==> config.mk <==
export PLATFORM = sky130hd
export DESIGN_NAME = perf_mon_sampler
export DESIGN_NICKNAME = d
export VERILOG_FILES = /design/src/rtl/perf_mon_sampler.sv
export SDC_FILE = /design/constraint.sdc
export NUM_CORES = 1
export LEC_CHECK = 0
export CORE_MARGIN = 3
export CORE_UTILIZATION = 39
export CTS_CLUSTER_SIZE = 16
export DETAILED_ROUTE_END_ITERATION = 8
export PLACE_DENSITY_LB_ADDON = 0.1
export RECOVER_POWER = 100
export SLEW_MARGIN = 20
export SYNTH_ARGS = -nofsm -noshare
export SYNTH_HDL_FRONTEND = slang
export SYNTH_SLANG_ARGS = --single-unit
==> constraint.sdc <==
create_clock -name clk_i -period 2.1 [get_ports clk_i]
set_input_delay 0.21 -clock clk_i [delete_from_list [all_inputs] [get_ports clk_i]]
set_output_delay 0.21 -clock clk_i [all_outputs]
set_load 0.1 [all_outputs]
==> src/rtl/perf_mon_sampler.sv <==
// Periodic snapshot sampler for a bank of static event counters; streams one beat per channel per window.
// Build option: PERF_MON_AUTO_CLEAR_EN makes periodic saves also clear the counters (per-window deltas).
//   state | meaning
//   IDLE  | stopped, waiting for cfg_start_i
//   RUN   | counting; save/final-save commands are issued from here
//   WAIT  | one cycle for counters to present the saved values
//   DRAIN | streaming channel values, idx 0..N_CNT-1
module perf_mon_sampler #(
  parameter int  N_CNT = 4,
  parameter int  CNT_W = 16,
  parameter int  PER_W = 16,
  localparam int IDX_W = (N_CNT > 1) ? $clog2(N_CNT) : 1
) (
  input  logic                   clk_i,
  input  logic                   reset_i,
  input  logic                   cfg_start_i,
  input  logic                   cfg_stop_i,
  input  logic [PER_W-1:0]       cfg_period_i,
  output logic                   cmd_we_o,
  output logic                   en_o,
  output logic                   clear_o,
  output logic                   save_o,
  input  logic [N_CNT*CNT_W-1:0] cnt_val_i,
  input  logic [N_CNT-1:0]       ovf_i,
  output logic                   out_valid_o,
  output logic [CNT_W-1:0]       out_data_o,
  output logic [IDX_W-1:0]       out_idx_o,
  output logic                   out_ovf_o,
  output logic                   out_last_o,
  input  logic                   out_ready_i,
  output logic                   busy_o,
  output logic                   overrun_o
);

`ifdef PERF_MON_AUTO_CLEAR_EN
  localparam logic PERIODIC_CLEAR = 1'b1;
`else
  localparam logic PERIODIC_CLEAR = 1'b0;
`endif

  typedef enum logic [1:0] {IDLE, RUN, WAIT, DRAIN} state_t;

  state_t           state_q;
  logic [PER_W-1:0] per_q, ival_q, p_new;
  logic [IDX_W-1:0] idx_q;
  logic [N_CNT-1:0] sticky_q, snap_q;
  logic             stop_lat_q, final_q;
  logic             save_cyc, stop_req, ival_zero, beat_last, go_run;
  logic             issue_final, issue_periodic;
  logic [CNT_W-1:0] sel_data;
  logic             sel_ovf;

  assign p_new     = (cfg_period_i == '0) ? PER_W'(1) : cfg_period_i;
  assign save_cyc  = cmd_we_o & save_o;
  assign stop_req  = stop_lat_q | cfg_stop_i;
  assign ival_zero = (ival_q == '0);
  assign beat_last = (state_q == DRAIN) && out_ready_i && (idx_q == IDX_W'(N_CNT-1));

  // Commands are registered, so the decision is taken one edge early: the
  // command becomes visible in a RUN cycle, which then moves to WAIT.
  assign go_run         = ((state_q == RUN) && !save_cyc) || (beat_last && !final_q);
  assign issue_final    = go_run && stop_req;
  assign issue_periodic = go_run && !stop_req && ival_zero;

  always_comb begin
    sel_data = '0;
    sel_ovf  = 1'b0;
    for (int k = 0; k < N_CNT; k++) begin
      if (idx_q == IDX_W'(k)) begin
        sel_data = cnt_val_i[k*CNT_W +: CNT_W];
        sel_ovf  = snap_q[k];
      end
    end
  end

  assign out_data_o = out_valid_o ? sel_data : '0;
  assign out_ovf_o  = out_valid_o & sel_ovf;
  assign out_last_o = out_valid_o && (idx_q == IDX_W'(N_CNT-1));
  assign out_idx_o  = idx_q;
  assign busy_o     = (state_q != IDLE);

  always_ff @(posedge clk_i or posedge reset_i) begin
    if (reset_i) begin
      state_q     <= IDLE;
      cmd_we_o    <= 1'b0;
      en_o        <= 1'b0;
      clear_o     <= 1'b0;
      save_o      <= 1'b0;
      out_valid_o <= 1'b0;
      idx_q       <= '0;
      per_q       <= '0;
      ival_q      <= '0;
      sticky_q    <= '0;
      snap_q      <= '0;
      overrun_o   <= 1'b0;
      stop_lat_q  <= 1'b0;
      final_q     <= 1'b0;
    end else begin
      cmd_we_o <= 1'b0;
      en_o     <= 1'b0;
      clear_o  <= 1'b0;
      save_o   <= 1'b0;

      if (state_q != IDLE) begin
        ival_q <= ival_zero ? '0 : ival_q - PER_W'(1);
        if (save_cyc) begin
          snap_q   <= sticky_q | ovf_i;
          sticky_q <= '0;
        end else begin
          sticky_q <= sticky_q | ovf_i;
        end
        if (cfg_stop_i && !final_q) stop_lat_q <= 1'b1;
      end

      if ((state_q == WAIT || state_q == DRAIN) && ival_zero && !final_q)
        overrun_o <= 1'b1;

      case (state_q)
        IDLE: begin
          if (cfg_start_i) begin
            state_q    <= RUN;
            cmd_we_o   <= 1'b1;
            en_o       <= 1'b1;
            clear_o    <= 1'b1;
            per_q      <= p_new;
            ival_q     <= p_new - PER_W'(1);
            overrun_o  <= 1'b0;
            sticky_q   <= '0;
            snap_q     <= '0;
            stop_lat_q <= 1'b0;
            final_q    <= 1'b0;
          end
        end
        RUN: begin
          if (save_cyc) state_q <= WAIT;
        end
        WAIT: begin
          state_q     <= DRAIN;
          idx_q       <= '0;
          out_valid_o <= 1'b1;
        end
        DRAIN: begin
          if (out_ready_i) begin
            if (beat_last) begin
              out_valid_o <= 1'b0;
              idx_q       <= '0;
              if (final_q) begin
                state_q    <= IDLE;
                final_q    <= 1'b0;
                stop_lat_q <= 1'b0;
              end else begin
                state_q <= RUN;
              end
            end else begin
              idx_q <= idx_q + IDX_W'(1);
            end
          end
        end
        default: state_q <= IDLE;
      endcase

      // A pending stop outranks a due periodic save; the stop latch is consumed here.
      if (issue_final) begin
        cmd_we_o   <= 1'b1;
        save_o     <= 1'b1;
        final_q    <= 1'b1;
        stop_lat_q <= 1'b0;
      end else if (issue_periodic) begin
        cmd_we_o <= 1'b1;
        en_o     <= 1'b1;
        save_o   <= 1'b1;
        clear_o  <= PERIODIC_CLEAR;
        ival_q   <= per_q - PER_W'(1);
      end
    end
  end

endmodule

* Word-level counts from Yosys, hierarchy flattened
Cells that the tools add are included.
** Word-level totals
- Register bits :: 52
- Output and inout port bits :: 27
- Logic and storage cells :: 122
** Cells by class
- Add/sub/neg operators :: 4
- Equality and inequality tests :: 13
- Multiplexer cells :: 59
- Bitwise operators :: 4
- Reduce and logical (&&, ||, !) cells :: 28
** Operators with widths (count)
- $mux W16 :: 12
- $sub A16 B1 Y16 const B :: 3
- $logic_not A16 Y1 :: 2
- $mux W4 :: 8
- $mux W1 :: 28
- $mux W2 :: 6
- $logic_and A1 B1 Y1 :: 11
- $ne A3 B3 Y1 const B :: 3
- $eq A2 B2 Y1 const B :: 4
- $ne A2 B2 Y1 const B :: 4
- $pmux W2 S4 :: 1
- $reduce_and A4 Y1 :: 2
- $pmux W1 S2 :: 3
- $eq A2 B1 Y1 const B :: 2
- $logic_not A2 Y1 :: 2
- $or A4 B4 Y4 :: 1
- $pmux W2 S2 :: 1
- $reduce_and A2 Y1 :: 2
- $reduce_bool A2 Y1 :: 2
- $logic_not A1 Y1 :: 3
- $reduce_and A3 Y1 :: 1
- $reduce_bool A3 Y1 :: 1
- $add A2 B1 Y2 const B :: 1
- $and A1 B1 Y1 :: 2
- other kinds (2) :: 3

* Logic depth before layout (Yosys ltp)
Gate-level depths: netlist of the first run.
- Depth in word-level cells :: 9
- Gate-level depth with buffers :: 12
- Depth with buffers taken out :: 10

* Worst setup path before layout of the first run
No wires, ideal clock.
- Kind :: register -> output
- From :: register idx_q[1], in the netlist out_idx_o[1]
- To :: output port out_data_o[10]
- Arrival time :: 3.064 ns
- Data required time :: 1.890 ns
- Slack :: -1.174 ns
- Cell stages (with the launch flop) :: 10
- Buffers on the path :: 1
- Cell sequence :: dfrtp_1 -> inv_1 -> ha_1 -> nor2b_1 -> clkbuf_1 -> a22oi_1 -> nor2_1 -> a21oi_1 -> o21ai_0 -> and2_1
** Between the ends
- Word-level cells in the longest chain between the ends :: 6
- Elaborated cells on any way between the ends :: 9
- Those cells by class :: 3 x eq/ne; 5 x mux; 1 x reduce/logical
** Ends and longest elaborated chain
- start, declared :: RTL line 45 : logic [IDX_W-1:0] idx_q;
- start signal, assigned :: RTL line 155 : idx_q <= idx_q + IDX_W'(1);
- $logic_not A2 Y1 :: RTL line 69 : if (idx_q == IDX_W'(k)) begin
- $mux W16 (3 in a row) :: RTL line 69
- $mux W16 (*) :: RTL line 69
- $mux W16 (*) :: RTL line 76 : assign out_data_o = out_valid_o ? sel_data : '0;
- end, declared :: RTL line 26 : output logic [CNT_W-1:0] out_data_o,
Mark *: on every way between the ends. The rest lies on a longest branch, timed or not.

* Worst setup path in the final report of the first run
- From :: register per_q[1]
- To :: register ival_q[15]
** Between the ends
- Word-level cells in the longest chain between the ends :: 3
** Ends and longest elaborated chain
- start, declared :: RTL line 44 : logic [PER_W-1:0] per_q, ival_q, p_new;
- start signal, assigned :: RTL line 125 : per_q <= p_new;
- $sub A16 B1 Y16 :: RTL line 173 : ival_q <= per_q - PER_W'(1);
- $mux W16 :: RTL line 168 : end else if (issue_periodic) begin
- $mux W16 :: RTL line 163 : if (issue_final) begin
- end signal, assigned :: RTL line 105 : ival_q <= ival_zero ? '0 : ival_q - PER_W'(1);
- end signal, assigned :: RTL line 126 : ival_q <= p_new - PER_W'(1);
- end signal, assigned :: RTL line 173
- end, declared :: RTL line 44
No other way between the ends.
A chain may end at the register's enable or synchronous reset.

==> flow_results.xml, run 1 <==
<?xml version="1.0" encoding="UTF-8"?>
<metrics>
  <group name="run_status">
    <metric name="run_status" unit="">finished, violations left</metric>
    <metric name="violations" unit="">setup timing</metric>
  </group>
  <group name="global_route">
    <metric name="grt_pass1_wl" unit="mm">22.2</metric>
    <metric name="grt_pass1_vias" unit="">4447</metric>
    <metric name="pin_count_of_the_biggest_net_entering_global_routing" unit="">40</metric>
    <metric name="grt.total_usage" unit="%">24.2</metric>
    <metric name="antenna_violations_before_repair" unit="">0</metric>
    <metric name="gr-total-overflow" unit="">0</metric>
  </group>
  <group name="critical_path">
    <metric name="path_common_cell" unit="">sky130_fd_sc_hd__or3_4</metric>
    <metric name="critical_path_peak_fanout" unit="">2</metric>
    <metric name="crit_path_dat" unit="ns">2.47</metric>
    <metric name="timing.setup.critical_path_class" unit="">reg2reg</metric>
    <metric name="cp_cell_sequence" unit="">or4_4 &gt; or3_4 &gt; or3_4 &gt; nor3b_2 &gt; xor2_1 &gt; mux2_4</metric>
    <metric name="timing.reg2reg.setup_slack" unit="ns">-0.17</metric>
    <metric name="library_cell_contributing_the_largest_single_delay_on_the_critical_path" unit="">sky130_fd_sc_hd__or4_4</metric>
    <metric name="critPathRequiredTime" unit="ns">2.30</metric>
    <metric name="end_kind" unit="">flip-flop</metric>
    <metric name="slowest_delay" unit="ns">0.53</metric>
    <metric name="crit_path_start_kind" unit="">flip-flop</metric>
  </group>
  <group name="power_and_ir_drop">
    <metric name="powerDensity" unit="nW/um^2">1510</metric>
    <metric name="worst_ir_drop_vdd" unit="mV">1.24</metric>
    <metric name="net_sw_share" unit="%">51.1</metric>
    <metric name="cell_internal_pwr" unit="W">0.00498</metric>
    <metric name="power.static_leakage" unit="nW">2.88</metric>
    <metric name="seq_power_share" unit="%">19.0</metric>
    <metric name="combPwrFrac" unit="%">75.2</metric>
    <metric name="power.share.clock" unit="%">5.8</metric>
    <metric name="post-layout-total-power" unit="W">0.0102</metric>
    <metric name="switchingPower" unit="W">0.00520</metric>
  </group>
  <group name="timing">
    <metric name="clock-skew-final" unit="ns">0.00616</metric>
    <metric name="final.setup.worst_slack" unit="ns">-0.169</metric>
    <metric name="finalSetupViolations" unit="">34</metric>
    <metric name="timing_max_transition_violations_final" unit="">0</metric>
    <metric name="grt_setup_unrepaired" unit="">true</metric>
    <metric name="fin_crit_sh" unit="%">108</metric>
    <metric name="tightest_slew" unit="ns">1.17</metric>
    <metric name="max_clock_freq" unit="MHz">441</metric>
    <metric name="timing.setup.tns" unit="ns">-3.18</metric>
    <metric name="final_hold_viol_count" unit="">0</metric>
    <metric name="min_period" unit="ns">2.27</metric>
    <metric name="hold_slack" unit="ns">0.227</metric>
    <metric name="slew_headroom" unit="%">22.4</metric>
  </group>
  <group name="yosys">
    <metric name="synthTopCellsByArea" unit="">sky130_fd_sc_hd__dfrtp_1 (34%), sky130_fd_sc_hd__nand2_1 (7.9%), sky130_fd_sc_hd__o21ai_0 (5.8%)</metric>
    <metric name="synth.net_count" unit="">603</metric>
    <metric name="syn_area" unit="sq um">3860</metric>
    <metric name="synth.avg_cell_area" unit="sq um">7.70</metric>
    <metric name="synth-seq-cells" unit="">52</metric>
    <metric name="synthesis.instances" unit="">502</metric>
    <metric name="postSynth.asyncResetShare" unit="%">100</metric>
    <metric name="yosys_warnings" unit="">0</metric>
    <metric name="synth_top_flop_cell" unit="">sky130_fd_sc_hd__dfrtp_1</metric>
    <metric name="edff_count_synth" unit="">0</metric>
    <metric name="yosysTopAreaCell" unit="">sky130_fd_sc_hd__dfrtp_1</metric>
    <metric name="seq_area_frac_synth" unit="%">33.7</metric>
    <metric name="synth.distinct_cells" unit="">47</metric>
    <metric name="synth_top_area_share" unit="%">33.7</metric>
  </group>
  <group name="cells_and_area">
    <metric name="drive_above_1_share" unit="%">33.9</metric>
    <metric name="postLayoutCoreUtil" unit="%">71.5</metric>
    <metric name="nets_finish" unit="">816</metric>
    <metric name="seq_area" unit="sq um">1310</metric>
    <metric name="multi_input_area" unit="sq um">2840</metric>
    <metric name="synthToLayoutAreaGrowth" unit="%">74.3</metric>
    <metric name="number_of_inserted_filler_cells_in_the_final_layout" unit="">728</metric>
    <metric name="antennaDiodeCount" unit="">0</metric>
  </group>
  <group name="placed_design">
    <metric name="numPortBuffers" unit="">115</metric>
    <metric name="globalplace.congestion" unit="">0.862</metric>
    <metric name="detailedPlacementHpwl" unit="mm">10.4</metric>
  </group>
  <group name="clock_network">
    <metric name="clockBufferDepth" unit="">2</metric>
    <metric name="cts_tree" unit="">yes</metric>
    <metric name="cts.root.buffer_cell" unit="">sky130_fd_sc_hd__clkbuf_8</metric>
    <metric name="cts.clk_slew.worst_paths" unit="ns">0.10</metric>
    <metric name="cts_hold_buf" unit="">0</metric>
    <metric name="cts-htree-levels" unit="">2</metric>
    <metric name="insertion_delay" unit="ns">0.31</metric>
    <metric name="tritoncts.num_buffers" unit="">5</metric>
    <metric name="clkSinkCount" unit="">52</metric>
  </group>
  <group name="die">
    <metric name="core-area" unit="sq um">9420</metric>
    <metric name="ios" unit="">116</metric>
    <metric name="fp.dieH" unit="um">106</metric>
    <metric name="num_rows" unit="">35</metric>
    <metric name="die_outline_width" unit="um">106</metric>
    <metric name="design.die.area" unit="sq um">11100</metric>
    <metric name="start_util" unit="%">41.0</metric>
  </group>
  <group name="route">
    <metric name="avgRoutedWirePerCell" unit="um">17.5</metric>
    <metric name="detail_route.iter0.violations" unit="">378</metric>
    <metric name="antenna_left" unit="">0</metric>
    <metric name="drcViolationCount" unit="">0</metric>
    <metric name="drtPass1Iterations" unit="">5</metric>
    <metric name="total_wire_length_after_detailed_routing" unit="mm">14.8</metric>
    <metric name="vias" unit="">4711</metric>
    <metric name="routed_via_density" unit="">5.58</metric>
  </group>
  <group name="job">
    <metric name="max_cap_violations" unit="">0</metric>
  </group>
  <group name="min_path">
    <metric name="hp-class" unit="">in2reg</metric>
  </group>
</metrics>
[registers in the layout, indices dropped and copies added, names as in the netlist]
register     count
en_o             1
snap_q           4
out_idx_o        2
overrun_o        1
out_valid_o      1
per_q           16
ival_q          16
final_q          1
cmd_we_o         1
clear_o          1
state_q          2
stop_lat_q       1
save_o           1
sticky_q         4
[through the flow]
stage,setup WS [ns],instance area [sq um],std cells
after detailed placement,-0.763,6140,808
final,-0.169,6740,845
after floorplan,-0.374,4120,502
after global routing,-0.263,6740,845
after CTS,-0.179,6410,830
after global placement,-0.722,6140,808
[kinds of logic after synthesis]
family          Yosys count  synth area share, %
xor+xnor                 35                 7.93
simple gates            226                 29.4
fa+ha+maj                12                 3.88
buf+inv                  43                 4.27
compound gates          128                 19.2
mux                       6                 1.65
flops                    52                 33.7
[routing by layer]
layer  wire length, um  global-route usage, %
met2              7250                   42.5
met5                 0                      0
met1              6140                   31.1
met3              1060                   3.92
met4               349                   5.46
[placed cells by master, fill, tap and decap left out, drive strengths merged, types with 8 or more instances in the layout]
cell and instances:
a22oi 16, o21ai 45, and2 19, nor3 20
dfrtp 52, xnor2 21, nor2 46, a21oi 43
ha 12, dlygate4sd2 8, clkdlybuf4s50 71, nor4 15
buf 131, xor2 14, clkbuf 28, or4 11
inv 12, nand2 81, or3 10
[cells in the mapped netlist, drive strengths merged (2+ instances only)]
cell type	instances
xor2	14
nor3b	3
mux2	3
and2	19
a22oi	16
xnor2	21
clkbuf	25
or3b	2
a211oi	2
a21oi	43
or4	11
nor2b	2
nand3	4
nor4	15
buf	5
nand3b	5
dfrtp	52
o22ai	4
ha	12
inv	13
o21ai	45
nand2	81
or3	10
nor2	46
nand4	5
o31ai	4
nor3	20
a31oi	3
mux2i	3
o211ai	4
[power by group through the flow]
stage | logic [W] | registers (W) | clock network (W)
after floorplan | 0.00420 | 0.00214 | 0
after global placement | 0.00691 | 0.00186 | 0
after detailed placement | 0.00703 | 0.00189 | 0
after CTS | 0.00725 | 0.00186 | 0.000598
after global routing | 0.00809 | 0.00199 | 0.000632
final | 0.00766 | 0.00194 | 0.000588
[cell type report]
class,instances,share of cell area [%]
clock inverters,3,0.279
clock buffers,5,1.02
repair buffers,236,34.0
multi-input cells,407,42.2
well taps,129,2.40
inverters,13,0.780
flip-flops and latches,52,19.4
[timing repair]
item / in CTS / in global routing
cloned: 0 / 5
setup buffers: 14 / 11
pin swaps: 24 / 22
gates resized for setup: 51 / 55
setup endpoints to repair: 28 / 33
[critical path: cells and delay by family, from the launching register on]
kind          cells  cell delay (ns)
mux               1             0.26
simple gates      4             1.41
xor+xnor          1             0.09
flops             1             0.39
[final timing paths]
kind                                             from               endpoint  cells after the start
worst min-delay path                  cfg_period_i[7]   per_q[7]$_DFFE_PP0P_                      4
worst max register to register   per_q[1]$_DFFE_PP0P_   ival_q[15]$_DFF_PP0_                      6
max in group asynchronous                     reset_i   per_q[4]$_DFFE_PP0P_                      3
worst max-delay path             per_q[1]$_DFFE_PP0P_   ival_q[15]$_DFF_PP0_                      6
min in group asynchronous                     reset_i  sticky_q[3]$_DFF_PP0_                      2
worst min register to register  per_q[15]$_DFFE_PP0P_  per_q[15]$_DFFE_PP0P_                      2
Note: power is estimated with default switching activity, not from simulation.
==> inputs of run 2 (changes only) <==
--- a/config.mk
+++ b/config.mk
@@ -9,7 +9,7 @@
 export CORE_UTILIZATION = 39
 export CTS_CLUSTER_SIZE = 16
 export DETAILED_ROUTE_END_ITERATION = 8
-export PLACE_DENSITY_LB_ADDON = 0.1
+export PLACE_DENSITY = 0.71
 export RECOVER_POWER = 100
 export SLEW_MARGIN = 20
 export SYNTH_ARGS = -nofsm -noshare
==> run 2 against run 1 <==
  * The run still ends with setup timing left
  * Final area shrank 3.7%
  * Register-to-register slack lost 0.04 ns
  * Worst setup slack lost 0.040 ns
  * Non-clock buffer count shrank 27
  * Worst hold slack lost 0.016 ns
  * Sequential power shrank 3%
  * Largest cell class unchanged
  * Highest routed layer unchanged
==> flow_results.xml, run 2 (synthesis gave the netlist of run 1 again) <==
<?xml version="1.0" encoding="UTF-8"?>
<metrics>
  <group name="run_status">
    <metric name="run_status" unit="">finished, violations left</metric>
    <metric name="violations" unit="">setup timing</metric>
  </group>
  <group name="power_and_ir_drop">
    <metric name="seq_power_share" unit="%">19.5</metric>
    <metric name="combPwrFrac" unit="%">74.5</metric>
    <metric name="powerDensity" unit="nW/um^2">1500</metric>
    <metric name="switchingPower" unit="W">0.00498</metric>
    <metric name="power.share.clock" unit="%">6.1</metric>
    <metric name="power.static_leakage" unit="nW">2.74</metric>
    <metric name="cell_internal_pwr" unit="W">0.00474</metric>
    <metric name="net_sw_share" unit="%">51.2</metric>
    <metric name="worst_ir_drop_vdd" unit="mV">0.898</metric>
  </group>
  <group name="die">
    <metric name="design.die.area" unit="sq um">11100</metric>
    <metric name="num_rows" unit="">35</metric>
    <metric name="ios" unit="">116</metric>
    <metric name="die_outline_width" unit="um">106</metric>
    <metric name="core-area" unit="sq um">9420</metric>
    <metric name="fp.dieH" unit="um">106</metric>
    <metric name="start_util" unit="%">41.0</metric>
  </group>
  <group name="placed_design">
    <metric name="numPortBuffers" unit="">115</metric>
    <metric name="placement.cell_area" unit="sq um">6010</metric>
    <metric name="dpl_worst_slack" unit="ns">-0.751</metric>
    <metric name="globalplace.congestion" unit="">0.894</metric>
    <metric name="detailedPlacementHpwl" unit="mm">10.1</metric>
  </group>
  <group name="critical_path">
    <metric name="timing.setup.critical_path_class" unit="">reg2reg</metric>
    <metric name="crit_path_start_kind" unit="">flip-flop</metric>
    <metric name="r2r-start" unit="">per_q[1]$_DFFE_PP0P_</metric>
    <metric name="critPathRequiredTime" unit="ns">2.29</metric>
    <metric name="timing.reg2reg.setup_slack" unit="ns">-0.21</metric>
    <metric name="end_kind" unit="">flip-flop</metric>
    <metric name="crit_path_dat" unit="ns">2.50</metric>
    <metric name="crit-reg2reg-capture" unit="">ival_q[15]$_DFF_PP0_</metric>
    <metric name="worst-r2r-cell-count" unit="">6</metric>
    <metric name="critical_path_peak_fanout" unit="">2</metric>
    <metric name="critPathCapture" unit="">ival_q[15]$_DFF_PP0_</metric>
    <metric name="crit_start" unit="">per_q[1]$_DFFE_PP0P_</metric>
  </group>
  <group name="cells_and_area">
    <metric name="post-route-cell-area" unit="sq um">6490</metric>
    <metric name="drive_above_1_share" unit="%">32.1</metric>
    <metric name="nets_finish" unit="">789</metric>
    <metric name="antennaDiodeCount" unit="">0</metric>
    <metric name="layout_top_registers" unit="">ival_q: 16 flops, per_q: 16 flops</metric>
    <metric name="layout_commonest_cell" unit="">sky130_fd_sc_hd__buf_4</metric>
    <metric name="synthToLayoutAreaGrowth" unit="%">67.8</metric>
    <metric name="number_of_inserted_filler_cells_in_the_final_layout" unit="">752</metric>
    <metric name="most-common-layout-cells" unit="">sky130_fd_sc_hd__buf_4 (82), sky130_fd_sc_hd__nand2_1 (80), sky130_fd_sc_hd__clkdlybuf4s50_1 (71), sky130_fd_sc_hd__dfrtp_1 (50)</metric>
  </group>
  <group name="clock_network">
    <metric name="clockBufferDepth" unit="">2</metric>
    <metric name="insertion_delay" unit="ns">0.30</metric>
    <metric name="cts.clk_slew.worst_paths" unit="ns">0.09</metric>
    <metric name="tritoncts.num_buffers" unit="">5</metric>
    <metric name="cts.root.buffer_cell" unit="">sky130_fd_sc_hd__clkbuf_8</metric>
    <metric name="cts-htree-levels" unit="">2</metric>
    <metric name="cts_tree" unit="">yes</metric>
    <metric name="clkSinkCount" unit="">52</metric>
  </group>
  <group name="job">
    <metric name="max_cap_violations" unit="">0</metric>
  </group>
  <group name="global_route">
    <metric name="grt.total_usage" unit="%">23.1</metric>
    <metric name="grt_pass1_wl" unit="mm">21.3</metric>
    <metric name="antenna_violations_before_repair" unit="">0</metric>
    <metric name="pin_count_of_the_biggest_net_entering_global_routing" unit="">53</metric>
    <metric name="grt_pass1_vias" unit="">4404</metric>
    <metric name="gr-total-overflow" unit="">0</metric>
  </group>
  <group name="timing">
    <metric name="final.setup.worst_slack" unit="ns">-0.209</metric>
    <metric name="fin_crit_sh" unit="%">110</metric>
    <metric name="slew_headroom" unit="%">13.3</metric>
    <metric name="tightest_slew" unit="ns">1.30</metric>
    <metric name="clock-skew-final" unit="ns">0.00713</metric>
    <metric name="min_period" unit="ns">2.31</metric>
    <metric name="grt_setup_unrepaired" unit="">true</metric>
    <metric name="final_hold_viol_count" unit="">0</metric>
    <metric name="finalSetupViolations" unit="">34</metric>
    <metric name="timing_max_transition_violations_final" unit="">0</metric>
    <metric name="max_clock_freq" unit="MHz">433</metric>
    <metric name="timing.setup.tns" unit="ns">-2.19</metric>
  </group>
  <group name="route">
    <metric name="vias" unit="">4474</metric>
    <metric name="drtPass1Iterations" unit="">5</metric>
    <metric name="antenna_left" unit="">0</metric>
    <metric name="routed_via_density" unit="">5.47</metric>
    <metric name="drcViolationCount" unit="">0</metric>
    <metric name="detail_route.iter0.violations" unit="">295</metric>
    <metric name="total_wire_length_after_detailed_routing" unit="mm">13.5</metric>
    <metric name="avgRoutedWirePerCell" unit="um">16.5</metric>
  </group>
  <group name="min_path">
    <metric name="hp-class" unit="">in2reg</metric>
  </group>
</metrics>
## run 2: cell type report
| class | count | area (sq um) | area share, % |
|---|---|---|---|
| Multi-Input combinational cell | 407 | 2820 | 43.4 |
| Inverter | 13 | 52.6 | 0.810 |
| Sequential cell | 52 | 1300 | 20.1 |
| Clock inverter | 1 | 7.51 | 0.116 |
| Tap cell | 129 | 161 | 2.49 |
| Timing Repair Buffer | 209 | 2060 | 31.7 |
| Clock buffer | 7 | 86.3 | 1.33 |
## run 2: critical path: stages (launching register included)
cell and delay [ns]:
sky130_fd_sc_hd__dfrtp_1 0.38, sky130_fd_sc_hd__or4_4 0.53, sky130_fd_sc_hd__or3_4 0.35, sky130_fd_sc_hd__or3_4 0.37, sky130_fd_sc_hd__nor3b_4 0.19, sky130_fd_sc_hd__xor2_1 0.11
sky130_fd_sc_hd__mux2_4 0.27
## run 2: what timing repair did
| action | 4_1_cts | 5_1_grt |
|---|---|---|
| setup endpoints to repair | 32 | 47 |
| hold buffers | 0 | 0 |
| setup buffers | 7 | 9 |
| gates resized for setup | 75 | 34 |
| cloned | 1 | 0 |
| pin swaps | 48 | 34 |
| hold endpoints to repair | 0 | 0 |
## run 2: how the worst min path moves through the flow
stage	slack (ns)	cells past startpoint	endpoint	startpoint
global placement	0.48	2	sticky_q[0]$_DFF_PP0_	sticky_q[0]$_DFF_PP0_
floorplan	0.32	2	per_q[10]$_DFFE_PP0P_	cfg_period_i[10]
global route	0.22	4	per_q[7]$_DFFE_PP0P_	cfg_period_i[7]
CTS	0.20	4	per_q[7]$_DFFE_PP0P_	cfg_period_i[7]
finish	0.21	4	per_q[7]$_DFFE_PP0P_	cfg_period_i[7]
detailed placement	0.49	2	sticky_q[0]$_DFF_PP0_	sticky_q[0]$_DFF_PP0_
## run 2: routing by layer
| metal | GRT usage (%) | up-vias | part of all wire [%] |
|---|---|---|---|
| met5 | 0 | - | 0 |
| met4 | 5.64 | 0 | 1.9 |
| met3 | 5.88 | 30 | 7.7 |
| met2 | 39.7 | 193 | 48 |
| met1 | 29.0 | 2103 | 42 |
| li1 | - | 2148 | - |
## run 2: through the flow
step	cells	utilization [%]	hold slack, ns	total power [W]
2_1_floorplan	502	-	0.315	0.00633
6_report	818	68.9	0.211	0.00972
5_1_grt	818	68.9	0.220	0.0103
4_1_cts	809	67.3	0.204	0.00957
3_5_place_dp	793	63.8	0.491	0.00867
3_3_place_gp	793	63.8	0.479	0.00854
## run 2: power groups by stage
stage                     Sequential [W]  Clock (W)  Combinational (W)
after detailed placement         0.00189          0            0.00678
after global routing             0.00196   0.000652            0.00765
final                            0.00189   0.000588            0.00724
after CTS                        0.00188   0.000607            0.00709
after global placement           0.00187          0            0.00667
after floorplan                  0.00214          0            0.00420
==> inputs of run 3 (changes only) <==
--- a/config.mk
+++ b/config.mk
@@ -5,12 +5,15 @@
 export SDC_FILE = /design/constraint.sdc
 export NUM_CORES = 1
 export LEC_CHECK = 0
+export CELL_PAD_IN_SITES_DETAIL_PLACEMENT = 1
+export CELL_PAD_IN_SITES_GLOBAL_PLACEMENT = 2
 export CORE_MARGIN = 3
-export CORE_UTILIZATION = 39
+export CORE_UTILIZATION = 24
 export CTS_CLUSTER_SIZE = 16
 export DETAILED_ROUTE_END_ITERATION = 8
-export PLACE_DENSITY = 0.71
+export PLACE_DENSITY_LB_ADDON = 0.1
 export RECOVER_POWER = 100
+export SETUP_SLACK_MARGIN = 0.15
 export SLEW_MARGIN = 20
 export SYNTH_ARGS = -nofsm -noshare
 export SYNTH_HDL_FRONTEND = slang
==> run 3 against run 2 <==
  * The flow still finishes with violations (setup timing)
  * Worst hold slack better by 0.042 ns
  * Worst setup slack lost 0.024 ns
  * Sequential share of layout area is 1.5 points lower
  * Wire length up 23%
  * Cell count rose by 13%
  * Final area up 8.5%
  * Clock power is 67% higher
  * First-iteration DRC count down 48%
  * Fmax fell by 1.0%
  * Count of clock-buffer cells in the layout fell by 1
  * Core utilization shrank 23 points
  * Global-route usage decreased by 4.4 points
==> flow_results.xml, run 3 (synthesis gave the netlist of run 1 again) <==
<?xml version="1.0" encoding="UTF-8"?>
<metrics>
  <group name="run_status">
    <metric name="run_status" unit="">finished, violations left</metric>
    <metric name="violations" unit="">setup timing</metric>
  </group>
  <group name="placed_design">
    <metric name="placed_cells_incl_taps" unit="">890</metric>
    <metric name="numPortBuffers" unit="">115</metric>
    <metric name="dpl_worst_slack" unit="ns">-0.832</metric>
    <metric name="detailedPlacementHpwl" unit="mm">12.4</metric>
    <metric name="globalplace.congestion" unit="">0.844</metric>
    <metric name="placement.cell_area" unit="sq um">6270</metric>
  </group>
  <group name="min_path">
    <metric name="hold_crit_endpoint" unit="">per_q[3]$_DFFE_PP0P_</metric>
    <metric name="hp-class" unit="">in2reg</metric>
    <metric name="min_from" unit="">cfg_period_i[3]</metric>
    <metric name="min_delay_path_depth" unit="">4</metric>
  </group>
  <group name="critical_path">
    <metric name="crit_path_dat" unit="ns">2.52</metric>
    <metric name="cp_cell_sequence" unit="">or4_4 &gt; or3_4 &gt; or3_4 &gt; nor3b_4 &gt; xor2_1 &gt; mux2_4</metric>
    <metric name="timing.setup.critical_path_class" unit="">reg2reg</metric>
    <metric name="crit-reg2reg-capture" unit="">ival_q[15]$_DFF_PP0_</metric>
    <metric name="library_cell_contributing_the_largest_single_delay_on_the_critical_path" unit="">sky130_fd_sc_hd__or4_4</metric>
    <metric name="crit_path_start_kind" unit="">flip-flop</metric>
    <metric name="timing.reg2reg.setup_slack" unit="ns">-0.23</metric>
    <metric name="critPathRequiredTime" unit="ns">2.29</metric>
    <metric name="end_kind" unit="">flip-flop</metric>
    <metric name="cpLargestDelayFamily" unit="">simple AND/OR/NAND/NOR gates</metric>
    <metric name="slowest_delay" unit="ns">0.54</metric>
    <metric name="worst-r2r-cell-count" unit="">6</metric>
    <metric name="critPathBufInv" unit="">0</metric>
    <metric name="r2r-start" unit="">per_q[1]$_DFFE_PP0P_</metric>
    <metric name="critical_path_peak_fanout" unit="">2</metric>
    <metric name="path_common_cell" unit="">sky130_fd_sc_hd__or3_4</metric>
  </group>
  <group name="global_route">
    <metric name="grt_pass1_wl" unit="mm">26.8</metric>
    <metric name="pin_count_of_the_biggest_net_entering_global_routing" unit="">35</metric>
    <metric name="grt.total_usage" unit="%">18.7</metric>
    <metric name="grt_pass1_vias" unit="">4799</metric>
    <metric name="antenna_violations_before_repair" unit="">0</metric>
    <metric name="gr-total-overflow" unit="">0</metric>
  </group>
  <group name="job">
    <metric name="max_cap_violations" unit="">0</metric>
  </group>
  <group name="clock_network">
    <metric name="cts-htree-levels" unit="">2</metric>
    <metric name="clockBufferDepth" unit="">2</metric>
    <metric name="insertion_delay" unit="ns">0.30</metric>
    <metric name="cts_tree" unit="">yes</metric>
    <metric name="clkSinkCount" unit="">52</metric>
    <metric name="tritoncts.num_buffers" unit="">5</metric>
    <metric name="cts.clk_slew.worst_paths" unit="ns">0.08</metric>
    <metric name="cts_hold_buf" unit="">0</metric>
    <metric name="cts.root.buffer_cell" unit="">sky130_fd_sc_hd__clkbuf_16</metric>
  </group>
  <group name="route">
    <metric name="routed_via_density" unit="">4.89</metric>
    <metric name="drtPass1Iterations" unit="">4</metric>
    <metric name="antenna_left" unit="">0</metric>
    <metric name="vias" unit="">4514</metric>
    <metric name="detail_route.iter0.violations" unit="">154</metric>
    <metric name="drcViolationCount" unit="">0</metric>
    <metric name="avgRoutedWirePerCell" unit="um">18.0</metric>
    <metric name="total_wire_length_after_detailed_routing" unit="mm">16.7</metric>
  </group>
  <group name="timing">
    <metric name="finalSetupViolations" unit="">32</metric>
    <metric name="max_clock_freq" unit="MHz">429</metric>
    <metric name="timing.setup.tns" unit="ns">-3.16</metric>
    <metric name="timing_max_transition_violations_final" unit="">0</metric>
    <metric name="fin_crit_sh" unit="%">111</metric>
    <metric name="min_period" unit="ns">2.33</metric>
    <metric name="tightest_slew" unit="ns">1.18</metric>
    <metric name="final.setup.worst_slack" unit="ns">-0.233</metric>
    <metric name="slew_headroom" unit="%">21.8</metric>
    <metric name="clock-skew-final" unit="ns">0.00824</metric>
    <metric name="final_hold_viol_count" unit="">0</metric>
    <metric name="grt_setup_unrepaired" unit="">true</metric>
  </group>
  <group name="die">
    <metric name="ios" unit="">116</metric>
    <metric name="die_outline_width" unit="um">133</metric>
    <metric name="start_util" unit="%">25.0</metric>
    <metric name="num_rows" unit="">45</metric>
    <metric name="design.die.area" unit="sq um">17700</metric>
    <metric name="core-area" unit="sq um">15500</metric>
    <metric name="fp.dieH" unit="um">133</metric>
  </group>
  <group name="cells_and_area">
    <metric name="layout_top_registers" unit="">ival_q: 16 flops, per_q: 16 flops</metric>
    <metric name="antennaDiodeCount" unit="">0</metric>
    <metric name="layout_commonest_cell" unit="">sky130_fd_sc_hd__buf_4</metric>
    <metric name="most-common-layout-cells" unit="">sky130_fd_sc_hd__buf_4 (88), sky130_fd_sc_hd__nand2_1 (78), sky130_fd_sc_hd__clkdlybuf4s50_1 (71), sky130_fd_sc_hd__dfrtp_1 (47), sky130_fd_sc_hd__nor2_1 (43)</metric>
    <metric name="layoutNonFillerInstCount" unit="">924</metric>
    <metric name="synthToLayoutAreaGrowth" unit="%">82.1</metric>
    <metric name="post-route-cell-area" unit="sq um">7040</metric>
    <metric name="drive_above_1_share" unit="%">35.8</metric>
    <metric name="number_of_inserted_filler_cells_in_the_final_layout" unit="">1758</metric>
    <metric name="nets_finish" unit="">813</metric>
    <metric name="seq_area" unit="sq um">1310</metric>
    <metric name="multi_input_area" unit="sq um">2900</metric>
  </group>
  <group name="power_and_ir_drop">
    <metric name="powerDensity" unit="nW/um^2">1540</metric>
    <metric name="power.static_leakage" unit="nW">2.96</metric>
    <metric name="worst_ir_drop_vdd" unit="mV">0.903</metric>
  </group>
</metrics>
## run 3: worst max path at each step
stage / startpoint / end / slack (ns) / depth (start not counted)
3_3_place_gp: cfg_period_i[7] / ival_q[12]$_DFF_PP0_ / -0.77 / 11
6_report: per_q[1]$_DFFE_PP0P_ / ival_q[15]$_DFF_PP0_ / -0.23 / 6
4_1_cts: per_q[1]$_DFFE_PP0P_ / ival_q[15]$_DFF_PP0_ / -0.24 / 6
2_1_floorplan: cfg_period_i[4] / ival_q[12]$_DFF_PP0_ / -0.37 / 12
5_1_grt: out_idx_o[0]$_DFFE_PP0P_ / out_data_o[9] / -0.31 / 11
3_5_place_dp: cfg_period_i[7] / ival_q[12]$_DFF_PP0_ / -0.83 / 11
## run 3: area by class of cell
type | count | area share, %
timing repair buffer | 233 | 33.3
multi-input combinational | 407 | 41.2
clock inverter | 2 | 0.551
clock buffer | 6 | 1.83
tap | 211 | 3.75
inverter | 13 | 0.782
sequential | 52 | 18.6
## run 3: power breakdown
part           switching, W  leakage (nW)  internal [W]
logic               0.00452          2.25       0.00346
registers          0.000440         0.634       0.00145
clock network      0.000414        0.0815      0.000570
## run 3: worst register-to-register path, delay by kind of cell, from the launching register on
family / cells / cell delay, ns
multiplexers: 1 / 0.26
AND/OR/NAND/NOR: 4 / 1.49
flip-flops: 1 / 0.39
XOR/XNOR: 1 / 0.09
## run 3: per-layer routing
metal | share of wire (%) | up-vias | GRT usage (%) | wire [um]
met4 | 1.0 | 0 | 3.29 | 171
met5 | 0 | - | 0 | 0
met2 | 49 | 118 | 32.1 | 8100
met3 | 4.6 | 12 | 3.46 | 762
li1 | - | 2191 | - | -
met1 | 46 | 2193 | 24.7 | 7630
## run 3: timing repair
action                     in CTS  in global routing
gates resized for setup       111                 29
setup buffers                  13                  9
setup endpoints to repair      38                 39
cloned                          4                  0
pin swaps                      39                 19
## run 3: metrics by stage
stage / hold slack, ns / power, W / util, %
after detailed placement: 0.491 / 0.00909 / 40.5
after floorplan: 0.315 / 0.00636 / -
after CTS: 0.239 / 0.0108 / 44.9
after global placement: 0.479 / 0.00897 / 40.5
final: 0.253 / 0.0109 / 45.5
after global routing: 0.259 / 0.0115 / 45.5
